--- src/rtl/st_packet_channel_arbiter.sv ---
// st_packet_channel_arbiter
//   Packet-boundary round-robin arbiter. Merges NUM_IN Avalon-ST packet
//   sources into one registered output stream and tags each beat with the
//   producing source index on out_channel. A grant is held from SOP to EOP,
//   so packets from different sources never interleave.
//
// Ports
//   clk, reset            single clock, asynchronous active-high reset
//   in_valid/in_ready     per-source handshake (in_ready is combinational)
//   in_data               source i at [i*DATA_W +: DATA_W]
//   in_startofpacket      per-source SOP
//   in_endofpacket        per-source EOP
//   out_valid/out_ready   registered output handshake
//   out_data, out_startofpacket, out_endofpacket, out_channel
//                         registered beat payload, channel = source index
//   drop_pulse            registered, one cycle per cycle of stray-beat drain
module st_packet_channel_arbiter #(
  parameter int unsigned NUM_IN    = 4,
  parameter int unsigned DATA_W    = 8,
  parameter int unsigned CHANNEL_W = 8
) (
  input  logic                     clk,
  input  logic                     reset,
  input  logic [NUM_IN-1:0]        in_valid,
  output logic [NUM_IN-1:0]        in_ready,
  input  logic [NUM_IN*DATA_W-1:0] in_data,
  input  logic [NUM_IN-1:0]        in_startofpacket,
  input  logic [NUM_IN-1:0]        in_endofpacket,
  output logic                     out_valid,
  input  logic                     out_ready,
  output logic [DATA_W-1:0]        out_data,
  output logic                     out_startofpacket,
  output logic                     out_endofpacket,
  output logic [CHANNEL_W-1:0]     out_channel,
  output logic                     drop_pulse
);

  localparam int unsigned IDX_W = $clog2(NUM_IN);
  localparam logic [IDX_W-1:0] LAST_IDX = IDX_W'(NUM_IN - 1);

  typedef enum logic {
    ST_IDLE   = 1'b0,
    ST_LOCKED = 1'b1
  } state_t;

  state_t                state_q, state_d;
  logic [IDX_W-1:0]      grant_q, grant_d;
  logic [IDX_W-1:0]      ptr_q, ptr_d;
  logic                  out_valid_q, out_valid_d;
  logic [DATA_W-1:0]     out_data_q, out_data_d;
  logic                  out_sop_q, out_sop_d;
  logic                  out_eop_q, out_eop_d;
  logic [CHANNEL_W-1:0]  out_channel_q, out_channel_d;
  logic                  drop_q, drop_d;

  logic                  ld_c;
  logic [NUM_IN-1:0]     req_c;
  logic [NUM_IN-1:0]     stray_c;
  logic                  win_found_c;
  logic [IDX_W-1:0]      win_idx_c;
  logic                  sel_act_c;
  logic [IDX_W-1:0]      sel_idx_c;
  logic [DATA_W-1:0]     sel_data_c;
  logic                  sel_sop_c;
  logic                  sel_eop_c;
  logic                  xfer_c;
  logic [NUM_IN-1:0]     ready_c;

  // Output register may take a new beat when empty or being drained.
  assign ld_c    = !out_valid_q | out_ready;
  assign req_c   = in_valid & in_startofpacket;
  assign stray_c = in_valid & ~in_startofpacket;

  // Round-robin scan starting at the pointer, first SOP request wins.
  always_comb begin
    int unsigned cand;
    cand        = 0;
    win_found_c = 1'b0;
    win_idx_c   = '0;
    for (int unsigned k = 0; k < NUM_IN; k++) begin
      cand = (32'(ptr_q) + k) % NUM_IN;
      if (!win_found_c && req_c[IDX_W'(cand)]) begin
        win_found_c = 1'b1;
        win_idx_c   = IDX_W'(cand);
      end
    end
  end

  // Locked grant overrides the scan; the scan is only meaningful in IDLE.
  assign sel_act_c  = (state_q == ST_LOCKED) | win_found_c;
  assign sel_idx_c  = (state_q == ST_LOCKED) ? grant_q : win_idx_c;
  assign sel_data_c = in_data[32'(sel_idx_c)*DATA_W +: DATA_W];
  assign sel_sop_c  = in_startofpacket[sel_idx_c];
  assign sel_eop_c  = in_endofpacket[sel_idx_c];

  // Ready fan-out: selected source follows ld; strays drain only in IDLE.
  always_comb begin
    ready_c = '0;
    if (!reset) begin
      if (state_q == ST_IDLE) begin
        ready_c = stray_c;
        if (win_found_c) begin
          ready_c[win_idx_c] = ld_c;
        end
      end else begin
        ready_c[grant_q] = ld_c;
      end
    end
  end

  assign in_ready = ready_c;
  assign xfer_c   = sel_act_c & in_valid[sel_idx_c] & ready_c[sel_idx_c];

  // Next-state: grant/pointer bookkeeping and output register loading.
  always_comb begin
    state_d       = state_q;
    grant_d       = grant_q;
    ptr_d         = ptr_q;
    out_valid_d   = out_valid_q;
    out_data_d    = out_data_q;
    out_sop_d     = out_sop_q;
    out_eop_d     = out_eop_q;
    out_channel_d = out_channel_q;
    drop_d        = (state_q == ST_IDLE) & (|stray_c);

    if (xfer_c) begin
      out_valid_d   = 1'b1;
      out_data_d    = sel_data_c;
      out_sop_d     = sel_sop_c;
      out_eop_d     = sel_eop_c;
      out_channel_d = CHANNEL_W'(sel_idx_c);
      if (sel_eop_c) begin
        state_d = ST_IDLE;
        ptr_d   = (sel_idx_c == LAST_IDX) ? '0 : sel_idx_c + 1'b1;
      end else if (state_q == ST_IDLE) begin
        state_d = ST_LOCKED;
        grant_d = sel_idx_c;
      end
    end else if (out_ready) begin
      out_valid_d = 1'b0;
    end
  end

  // Arbitration state register.
  always_ff @(posedge clk or posedge reset) begin
    if (reset) begin
      state_q <= ST_IDLE;
      grant_q <= '0;
      ptr_q   <= '0;
    end else begin
      state_q <= state_d;
      grant_q <= grant_d;
      ptr_q   <= ptr_d;
    end
  end

  // Output pipeline register.
  always_ff @(posedge clk or posedge reset) begin
    if (reset) begin
      out_valid_q   <= 1'b0;
      out_data_q    <= '0;
      out_sop_q     <= 1'b0;
      out_eop_q     <= 1'b0;
      out_channel_q <= '0;
      drop_q        <= 1'b0;
    end else begin
      out_valid_q   <= out_valid_d;
      out_data_q    <= out_data_d;
      out_sop_q     <= out_sop_d;
      out_eop_q     <= out_eop_d;
      out_channel_q <= out_channel_d;
      drop_q        <= drop_d;
    end
  end

  assign out_valid         = out_valid_q;
  assign out_data          = out_data_q;
  assign out_startofpacket = out_sop_q;
  assign out_endofpacket   = out_eop_q;
  assign out_channel       = out_channel_q;
  assign drop_pulse        = drop_q;

endmodule

--- config.mk ---
export PLATFORM = sky130hd
export DESIGN_NAME = st_packet_channel_arbiter
export DESIGN_NICKNAME = d
export VERILOG_FILES = /design/src/rtl/st_packet_channel_arbiter.sv
export SDC_FILE = /design/constraint.sdc
export NUM_CORES = 1
export LEC_CHECK = 0
export ABC_AREA = 0
export ABC_CLOCK_PERIOD_IN_PS = 2300
export CORE_MARGIN = 2
export CORE_UTILIZATION = 37
export DETAILED_ROUTE_END_ITERATION = 10
export PLACE_DENSITY_LB_ADDON = 0.1
export SKIP_LAST_GASP = 1
export SYNTH_ARGS = -nofsm -noshare
export SYNTH_HDL_FRONTEND = slang
export SYNTH_SLANG_ARGS = --single-unit
export TNS_END_PERCENT = 30
--- constraint.sdc ---
create_clock -name clk -period 2.3 [get_ports clk]
set_clock_uncertainty 0.05 [all_clocks]
set_input_delay 0.23 -clock clk [delete_from_list [all_inputs] [get_ports clk]]
set_output_delay 0.23 -clock clk [all_outputs]
set_load 0.02 [all_outputs]
Yosys cells after proc, flatten, opt, wreduce, memory -nomap -nowiden

Cells that the tools add are included.

Add/subtract/negate cells: 4
Order comparisons: 9
Equal/unequal tests: 1
Shift operators: 1
Multiplexer cells: 37
Bitwise logic cells: 11
Reductions and logical operators: 13

Operator list:

| cell                                                       | number |
|---|---|
| indexed part select 32 x 6 -> 8 bit                        | 1 |
| less-than comparator 2 x 3 -> 1 bit, second input constant | 7 |
| 2-to-1 mux 1 bit                                           | 17 |
| binary-select mux 1 bit (select 2 bit)                     | 8 |
| bitwise AND 4 bit                                          | 3 |
| 2-to-1 mux 2 bit                                           | 6 |
| 2-to-1 mux 4 bit                                           | 3 |
| logical AND 1 bit                                          | 5 |
| adder 2 x 1 -> 2 bit, second input constant                | 2 |
| adder 2 bit, second input constant                         | 2 |
| bitwise mux 4 bit                                          | 1 |
| demux 1 bit (select 2 bit)                                 | 2 |
| >= comparator 2 x 1 -> 1 bit, second input constant        | 2 |
| logical NOT 1 bit                                          | 4 |
| inverter 4 bit                                             | 1 |
| OR reduction 4 bit                                         | 1 |
| bitwise AND 1 bit                                          | 3 |
| AND reduction 3 bit                                        | 1 |
| == test 2 bit, second input constant                       | 1 |
| inverter 1 bit                                             | 2 |
| OR 1 bit                                                   | 2 |
| AND reduction 2 bit                                        | 1 |
| nonzero test 2 bit                                         | 1 |

Register bits after elaboration: 19
Bits of input ports: 47
Output and inout port bits: 24
Word-level logic and storage cells: 85

Depth between registers and ports, before layout

Gate-level depths: netlist of the first run.

Depth in word-level cells: 25
Gate-level depth with buffers: 10
Depth with buffers taken out: 9

Worst setup path after synthesis of the first run

No wires, ideal clock.

Path type: flip-flop to flip-flop
Start point: reg ptr_q[1]
End point: reg out_channel_q[0] (netlist: out_channel[0])
Library setup time: 0.125 ns
Arrival time: 2.273 ns
Data required time: 2.125 ns
Setup slack: -0.148 ns
Stages on the path, launching flop included: 11
Buffers on the path: 1
Clock period less this slack: 2.448 ns
Cell sequence: dfrtp_1 -> and3_1 -> o211a_1 -> o31a_1 -> clkinv_2 -> nand3_1 -> o21a_1 -> a211oi_2 -> nand2_2 -> buf_6 -> mux2_4

Cells in the longest elaborated chain, start to end: 23
Elaborated cells between the ends (all ways): 42
Those cells by class: add/sub (3); order compare (2); mux (27); bitwise (3); reduce/logical (7)

Ends and longest elaborated chain:

| element                                                                      | line | RTL |
|---|---|---|
| start: declaration                                                           | 48   | `logic [IDX_W-1:0] ptr_q, ptr_d;` |
| start signal: assignment                                                     | 153  | `ptr_q <= ptr_d;` |
| branches (longest 23 deep; another with less-than comparator 2 x 3 -> 1 bit) | --   |  |
| end signal: assignment                                                       | 171  | `out_channel_q <= out_channel_d;` |
| end: declaration                                                             | 53   | `logic [CHANNEL_W-1:0] out_channel_q, out_channel_d;` |

Several ways; the timed one is not identified. The select of a mux whose other input is x is not followed.
A chain may end at the register's enable or synchronous reset.

Worst setup path after layout of the first run

Start point: reg ptr_q[1]
End point: reg out_data_q[7] (netlist: out_data[7])

Cells in the longest elaborated chain, start to end: 23
Elaborated cells between the ends (all ways): 43
Those cells by class: add/sub (3); order compare (2); shift (1); mux (27); bitwise (3); reduce/logical (7)

Ends and longest elaborated chain:

| element                                                                      | line | RTL |
|---|---|---|
| branches (longest 23 deep; another with less-than comparator 2 x 3 -> 1 bit) | --   |  |
| end signal: assignment                                                       | 168  | `out_data_q <= out_data_d;` |
| end: declaration                                                             | 50   | `logic [DATA_W-1:0] out_data_q, out_data_d;` |

Several ways; the timed one is not identified. The select of a mux whose other input is x is not followed.

==> summary.md, run 1 <==
| Metric | Value |
|---|---|
| Status | `finished, violations left` |
| Failing checks | `setup timing` |
| Final WL | `4860 um` |
| Hold-fix buffers, CTS | `0` |
| Inst Count DP | `308` |
| Seq cells post-synth | `19` |
| GRT Residual Overflow | `0` |
| Clk root buf | `clkbuf_8` |
| Share of post-route cells with drive strength above 1 | `31.9%` |
| Port Buffers | `64` |
| Post-DP HPWL | `3770 um` |
| Post-Layout Cell Count | `320` |
| Reg2reg path depth | `10` |
| Fin nets | `319` |
| Pre-CTS setup slack | `-593 ps` |
| # rows | `23` |
| CP Launch Type | `register` |
| Diode count | `0` |
| Clock sink count | `19` |
| Synth Flop Type | `dfrtp_1` |
| Tmin final | `2500 ps` |
| CP Data Required Time | `2390 ps` |
| Final hold vios | `0` |
| Top-area cell type share of the netlist area | `31.7%` |
| # DRC | `0` |
| GR Util All Layers | `22.3%` |
| Die area | `4580 um2` |
| GP Congestion | `0.916` |
| Fmax | `0.401 GHz` |
| Wire per inst | `15.2 um` |
| Synth area leader | `dfrtp_1` |
| Mapped Area | `1500 um2` |
| Top post-synthesis cells by area | `dfrtp_1 (32%), mux2_4 (7.0%), mux2i_1 (6.7%)` |
| Post-synthesis cell count | `166` |
| Antenna violations before repair | `0` |
| CTS buffer count | `3` |
| RSZ-0062 raised after global routing | `true` |
| Crit path DAT | `2590 ps` |
| CORE AREA | `3940 um2` |
| CTS tree | `yes` |
| Mean Syn Cell Area | `9.03 um2` |
| Vias | `1,634` |
| Clk_lat worst skew | `250 ps` |
| # IOs | `71` |
| Fin. max-slew vios | `0` |
| Library cells used by synthesis | `43` |
| Drt pass-1 iters | `4` |
| Die height | `67.7 um` |
| H-tree depth | `1` |
| Vias in the first global route | `1,597` |
| Ys Warns | `0` |
| Sequential share of the synthesized area | `31.7%` |
| Final setup viols | `19` |
| Via density per instance | `5.11` |
| DRT iter0 DRCs | `49` |
| Hold Crit Class | `input port to asynchronous set/reset pin` |
| Final Util | `67.2%` |
| Die X | `67.7 um` |
| Worst-path clk slew | `70 ps` |
| Hold_ws | `336 ps` |
| Largest net degree at the start of global routing | `19` |
| First-pass GRT wire length | `7580 um` |
| Overall Power | `3320 uW` |
| Worst Path Max Fanout | `14` |
| Peak supply drop | `0.713 mV` |
| Number of enable flip-flop cells after synthesis | `0` |
| ANT nets after route | `0` |
| Starting Density | `38.0%` |
| Maxcap violations | `0` |
| Fraction of registers with async set/reset | `100%` |
| Worst Setup Path Type | `register to register` |
| Crit. End Element | `register` |
| Final period util | `109%` |
| Slack of the critical path | `-196 ps` |
| Area Growth Syn to Fin | `76.9%` |
| Leakage | `0.00117 uW` |
| CTS Buffer Depth | `2` |
| Pwr dens | `1250 nW/um2` |
## cell usage after synthesis (4+ instances only)
| library cell | instances |
|---|---|
| a211oi_1 | 9 |
| a21oi_1 | 15 |
| and2_0 | 8 |
| and2_1 | 4 |
| buf_4 | 6 |
| clkbuf_1 | 6 |
| dfrtp_1 | 19 |
| inv_1 | 4 |
| mux2_2 | 7 |
| mux2_4 | 7 |
| mux2i_1 | 10 |
| nand2_1 | 12 |
| nand3_1 | 5 |
| nor2_1 | 7 |
| nor2b_1 | 7 |
| nor3_1 | 6 |
## layer usage
layer  track usage, %  vias up  wire length, um
met5                0        -                0
met4             7.14        0               78
met3             3.83        8              206
met2             38.6       53             2560
met1             27.8      767             2010
li1                 -      806                -
## state kept, by name, summed over array words and instances (netlist names)
signal,count
out_endofpacket,1
out_startofpacket,1
drop_pulse,1
out_channel,2
out_valid,1
grant_q,2
ptr_q,2
out_data,8
state_q,1
## final cells by class
type	count	area (um2)
repair buffers	109	976
well taps	50	62.6
fillers	311	1290
flip-flops and latches	19	475
clock buffers	4	45.0
multi-input cells	133	1070
inverters	5	20.0
## repair_timing
action                     CTS  global route
gates resized for setup     36             5
setup buffers                8             0
setup endpoints to repair   21            21
pin swaps                    9             2
## worst max-delay path: stages (launching register included)
cell and delay (ps):
dfrtp_1 440, and3_4 180, o211a_4 240, o31a_1 320, buf_4 170, a21oi_1 160, o21a_1 180, a211oi_2 50
nand2_2 90, buf_12 160, mux2_2 340
## placed cells by master, fill, tap and decap left out, types with 5 or more instances in the layout
cell,synthesis,final
a211oi_1,9,9
a21oi_1,15,15
and2_0,8,8
buf_4,6,44
clkdlybuf4s50_1,0,52
conb_1,1,6
dfrtp_1,19,19
dlygate4sd2_1,0,9
mux2_2,7,6
mux2_4,7,8
mux2i_1,10,10
nand2_1,12,11
nor2_1,7,5
nor2b_1,7,7
## per-stage QoR
| stage | instance area [um2] | setup TNS [ps] |
|---|---|---|
| after floorplan | 1550 | 0 |
| after global placement | 2450 | -10530 |
| after detailed placement | 2450 | -10630 |
| after CTS | 2620 | -1740 |
| after global routing | 2650 | -4850 |
| final | 2650 | -2950 |
## logic make-up after synthesis
| family | Yosys count | share of synthesized area (%) |
|---|---|---|
| flip-flops | 19 | 31.7 |
| other | 1 | 0.250 |
| AND/OR/NAND/NOR | 57 | 20.3 |
| multiplexers | 24 | 18.9 |
| buffers and inverters | 19 | 6.93 |
| adder cells (fa/ha/maj) | 1 | 0.835 |
| AO/OA/AOI/OAI | 45 | 21.0 |
## worst paths after layout
path / startpoint / to / slack (ps)
worst max-delay path: ptr_q[1] / out_data[7] / -200
worst min-delay path: reset / grant_q[0] / 340
worst max register to register: ptr_q[1] / out_data[7] / -200
worst min register to register: out_endofpacket / out_endofpacket / 450
max in group asynchronous: reset / out_startofpacket / 1440
min in group clk: out_endofpacket / out_endofpacket / 450
## report_power, final
group	leakage [uW]	switching [uW]	internal, uW
Sequential	0.000231	123	503
Combinational	0.000916	1140	1320
Clock	0.0000228	111	123
(Power assumes the default switching activity.)
==> run 2: changes to the inputs <==
--- a/config.mk
+++ b/config.mk
@@ -10,8 +10,8 @@
 export CORE_MARGIN = 2
 export CORE_UTILIZATION = 37
 export DETAILED_ROUTE_END_ITERATION = 10
+export GPL_TIMING_DRIVEN = 0
 export PLACE_DENSITY_LB_ADDON = 0.1
-export SKIP_LAST_GASP = 1
 export SYNTH_ARGS = -nofsm -noshare
 export SYNTH_HDL_FRONTEND = slang
 export SYNTH_SLANG_ARGS = --single-unit
==> summary.md, run 2 (synthesized netlist as in run 1, its figures left out) <==
| Metric | Value |
|---|---|
| Status | `finished, violations left (unchanged)` |
| Failing checks | `setup timing (unchanged)` |
| Area Growth Syn to Fin | `62.3% (was 76.9%)` |
| Leakage | `0.00105 uW (was 0.00117 uW)` |
| Fin nets | `297 (was 319)` |
| Reg2reg path depth | `10 (unchanged)` |
| Critical Path End | `out_data[2] (was out_data[7])` |
| Final setup viols | `19 (unchanged)` |
| Final WL | `4240 um (was 4860 um)` |
| Post-DP HPWL | `3160 um (was 3770 um)` |
| Crit. End Element | `register (unchanged)` |
| Wire per inst | `14.2 um (was 15.2 um)` |
| Hold_ws | `442 ps (was 336 ps)` |
| Fmax | `0.386 GHz (was 0.401 GHz)` |
| First-pass GRT wire length | `6560 um (was 7580 um)` |
| Vias | `1,509 (was 1,634)` |
| Final instance area | `2430 um2 (was 2650 um2)` |
| Maxcap violations | `0 (unchanged)` |
| GR Util All Layers | `19.0% (was 22.3%)` |
| Port Buffers | `64 (unchanged)` |
| Slew margin rel. | `52.0%` |
| CORE AREA | `3940 um2 (unchanged)` |
| RSZ-0062 raised after global routing | `true (unchanged)` |
| Most common cell after layout, fill and taps aside | `clkdlybuf4s50_1 (unchanged)` |
| Share of post-route cells with drive strength above 1 | `24.6% (was 31.9%)` |
| Post-Layout Cell Count | `298 (was 320)` |
| Clock sink count | `19 (unchanged)` |
| CTS Buffer Depth | `2 (unchanged)` |
| # IOs | `71 (unchanged)` |
| Clk root buf | `clkbuf_8 (unchanged)` |
| CTS buffer count | `3 (unchanged)` |
| Diode count | `0 (unchanged)` |
| Tightest Pin Transition | `719 ps` |
| Die area | `4580 um2 (unchanged)` |
| Peak supply drop | `0.625 mV (was 0.713 mV)` |
| FF-to-FF End | `out_data[2] (was out_data[7])` |
| # DRC | `0 (unchanged)` |
| Filler cells | `352 (was 311)` |
| Hold Crit Class | `register to register (was input port to asynchronous set/reset pin)` |
| Hold-fix buffers, CTS | `0 (unchanged)` |
| Inst Count DP | `285 (was 308)` |
| CTS tree | `yes (unchanged)` |
| Vias in the first global route | `1,363 (was 1,597)` |
| Reg-to-Reg Start | `ptr_q[1] (unchanged)` |
| CP Data Required Time | `2390 ps (about the same)` |
| Worst-path clk slew | `70 ps (about the same)` |
| Pre-CTS setup slack | `-677 ps (was -593 ps)` |
| Drt pass-1 iters | `4 (unchanged)` |
| Tmin final | `2590 ps (was 2500 ps)` |
| H-tree depth | `1 (unchanged)` |
| Worst Path Max Fanout | `9 (was 14)` |
| Slack of the critical path | `-288 ps (was -196 ps)` |
| GP Congestion | `0.945 (was 0.916)` |
| CP Launch Type | `input port (was register)` |
| Most frequent cells in the layout | `clkdlybuf4s50_1 (55), dfrtp_1 (18), buf_4 (15), a21oi_1 (13), nand2_1 (11) (was clkdlybuf4s50_1 (52), buf_4 (44), dfrtp_1 (19), a21oi_1 (15), nand2_1 (11))` |
| Max reg flops | `8 (unchanged)` |
| Antenna violations before repair | `0 (unchanged)` |
| ANT nets after route | `0 (unchanged)` |
| Pwr dens | `1250 nW/um2 (about the same)` |
| GRT Residual Overflow | `0 (unchanged)` |
| Die X | `67.7 um (unchanged)` |
| TNS Setup | `-4160 ps (was -2950 ps)` |
| Via density per instance | `5.06 (was 5.11)` |
| DRT iter0 DRCs | `97 (was 49)` |
| Dpl cell area | `2250 um2 (was 2450 um2)` |
| Crit path DAT | `2670 ps (was 2590 ps)` |
| Reg2reg setup slack | `-260 ps (was -200 ps)` |
| Final hold vios | `0 (unchanged)` |
| Starting Density | `38.0% (unchanged)` |
| Largest net degree at the start of global routing | `20 (was 19)` |
| Fin. max-slew vios | `0 (unchanged)` |
| Final period util | `113% (was 109%)` |
| Crit. Startpoint | `in_valid[1] (was ptr_q[1])` |
| Die height | `67.7 um (unchanged)` |
| Register area | `477 um2 (was 475 um2)` |
| Worst Setup Path Type | `input port to register (was register to register)` |
| # rows | `23 (unchanged)` |
| Multi-input logic area | `1040 um2 (was 1070 um2)` |
| Clk_lat worst skew | `250 ps (about the same)` |
-- run 2: area by class of cell --
class                      instances  share of cell area, %
multi-input combinational        133                   42.6
timing repair buffer              73                   28.3
sequential                        19                   19.6
buffer                            14                   4.12
tap                               50                   2.57
clock buffer                       3                   1.70
inverter                           5                  0.823
clock inverter                     1                  0.206
-- run 2: worst min-delay path by stage --
stage	from	to	slack [ps]	depth (start not counted)
floorplan	reset	drop_pulse	130	1
detailed placement	out_endofpacket	out_endofpacket	420	1
global route	out_endofpacket	out_endofpacket	460	1
finish	out_endofpacket	out_endofpacket	440	1
global placement	out_endofpacket	out_endofpacket	420	1
CTS	out_endofpacket	out_endofpacket	440	1
-- run 2: metal layers --
| metal | wire length (um) | vias up | part of all wire [%] | global-route usage (%) |
|---|---|---|---|---|
| li1 | - | 763 | - | - |
| met1 | 1920 | 692 | 45 | 25.7 |
| met2 | 2050 | 50 | 48 | 32.2 |
| met3 | 243 | 4 | 5.7 | 4.00 |
| met4 | 29 | 0 | 0.68 | 1.53 |
| met5 | 0 | - | 0 | 0 |
-- run 2: critical path, stage by stage --
cell             delay, ps
clkdlybuf4s50_1        470
and2_1                 170
o211a_1                260
o31a_1                 340
clkinv_2               110
nand3_2                 60
o21a_1                 210
a211oi_2               250
nand2_2                120
buf_8                  170
mux2_4                 290
-- run 2: through the flow --
stage                     total power (uW)  util [%]
after floorplan                       1970         -
final                                 3030      61.7
after detailed placement              2610      57.2
after global routing                  3260      61.7
after CTS                             2940      59.8
after global placement                2600      57.2
-- run 2: repair_timing --
action | 4_1_cts | 5_1_grt
buffers inserted | 5 | 4
pin swaps | 4 | 5
gates resized for setup | 21 | 18
setup endpoints to repair | 22 | 22
-- run 2: report_power, final --
part	leakage (uW)	switching, uW	internal [uW]
logic	0.000799	1070	1100
registers	0.000230	132	505
clock network	0.0000255	106	120
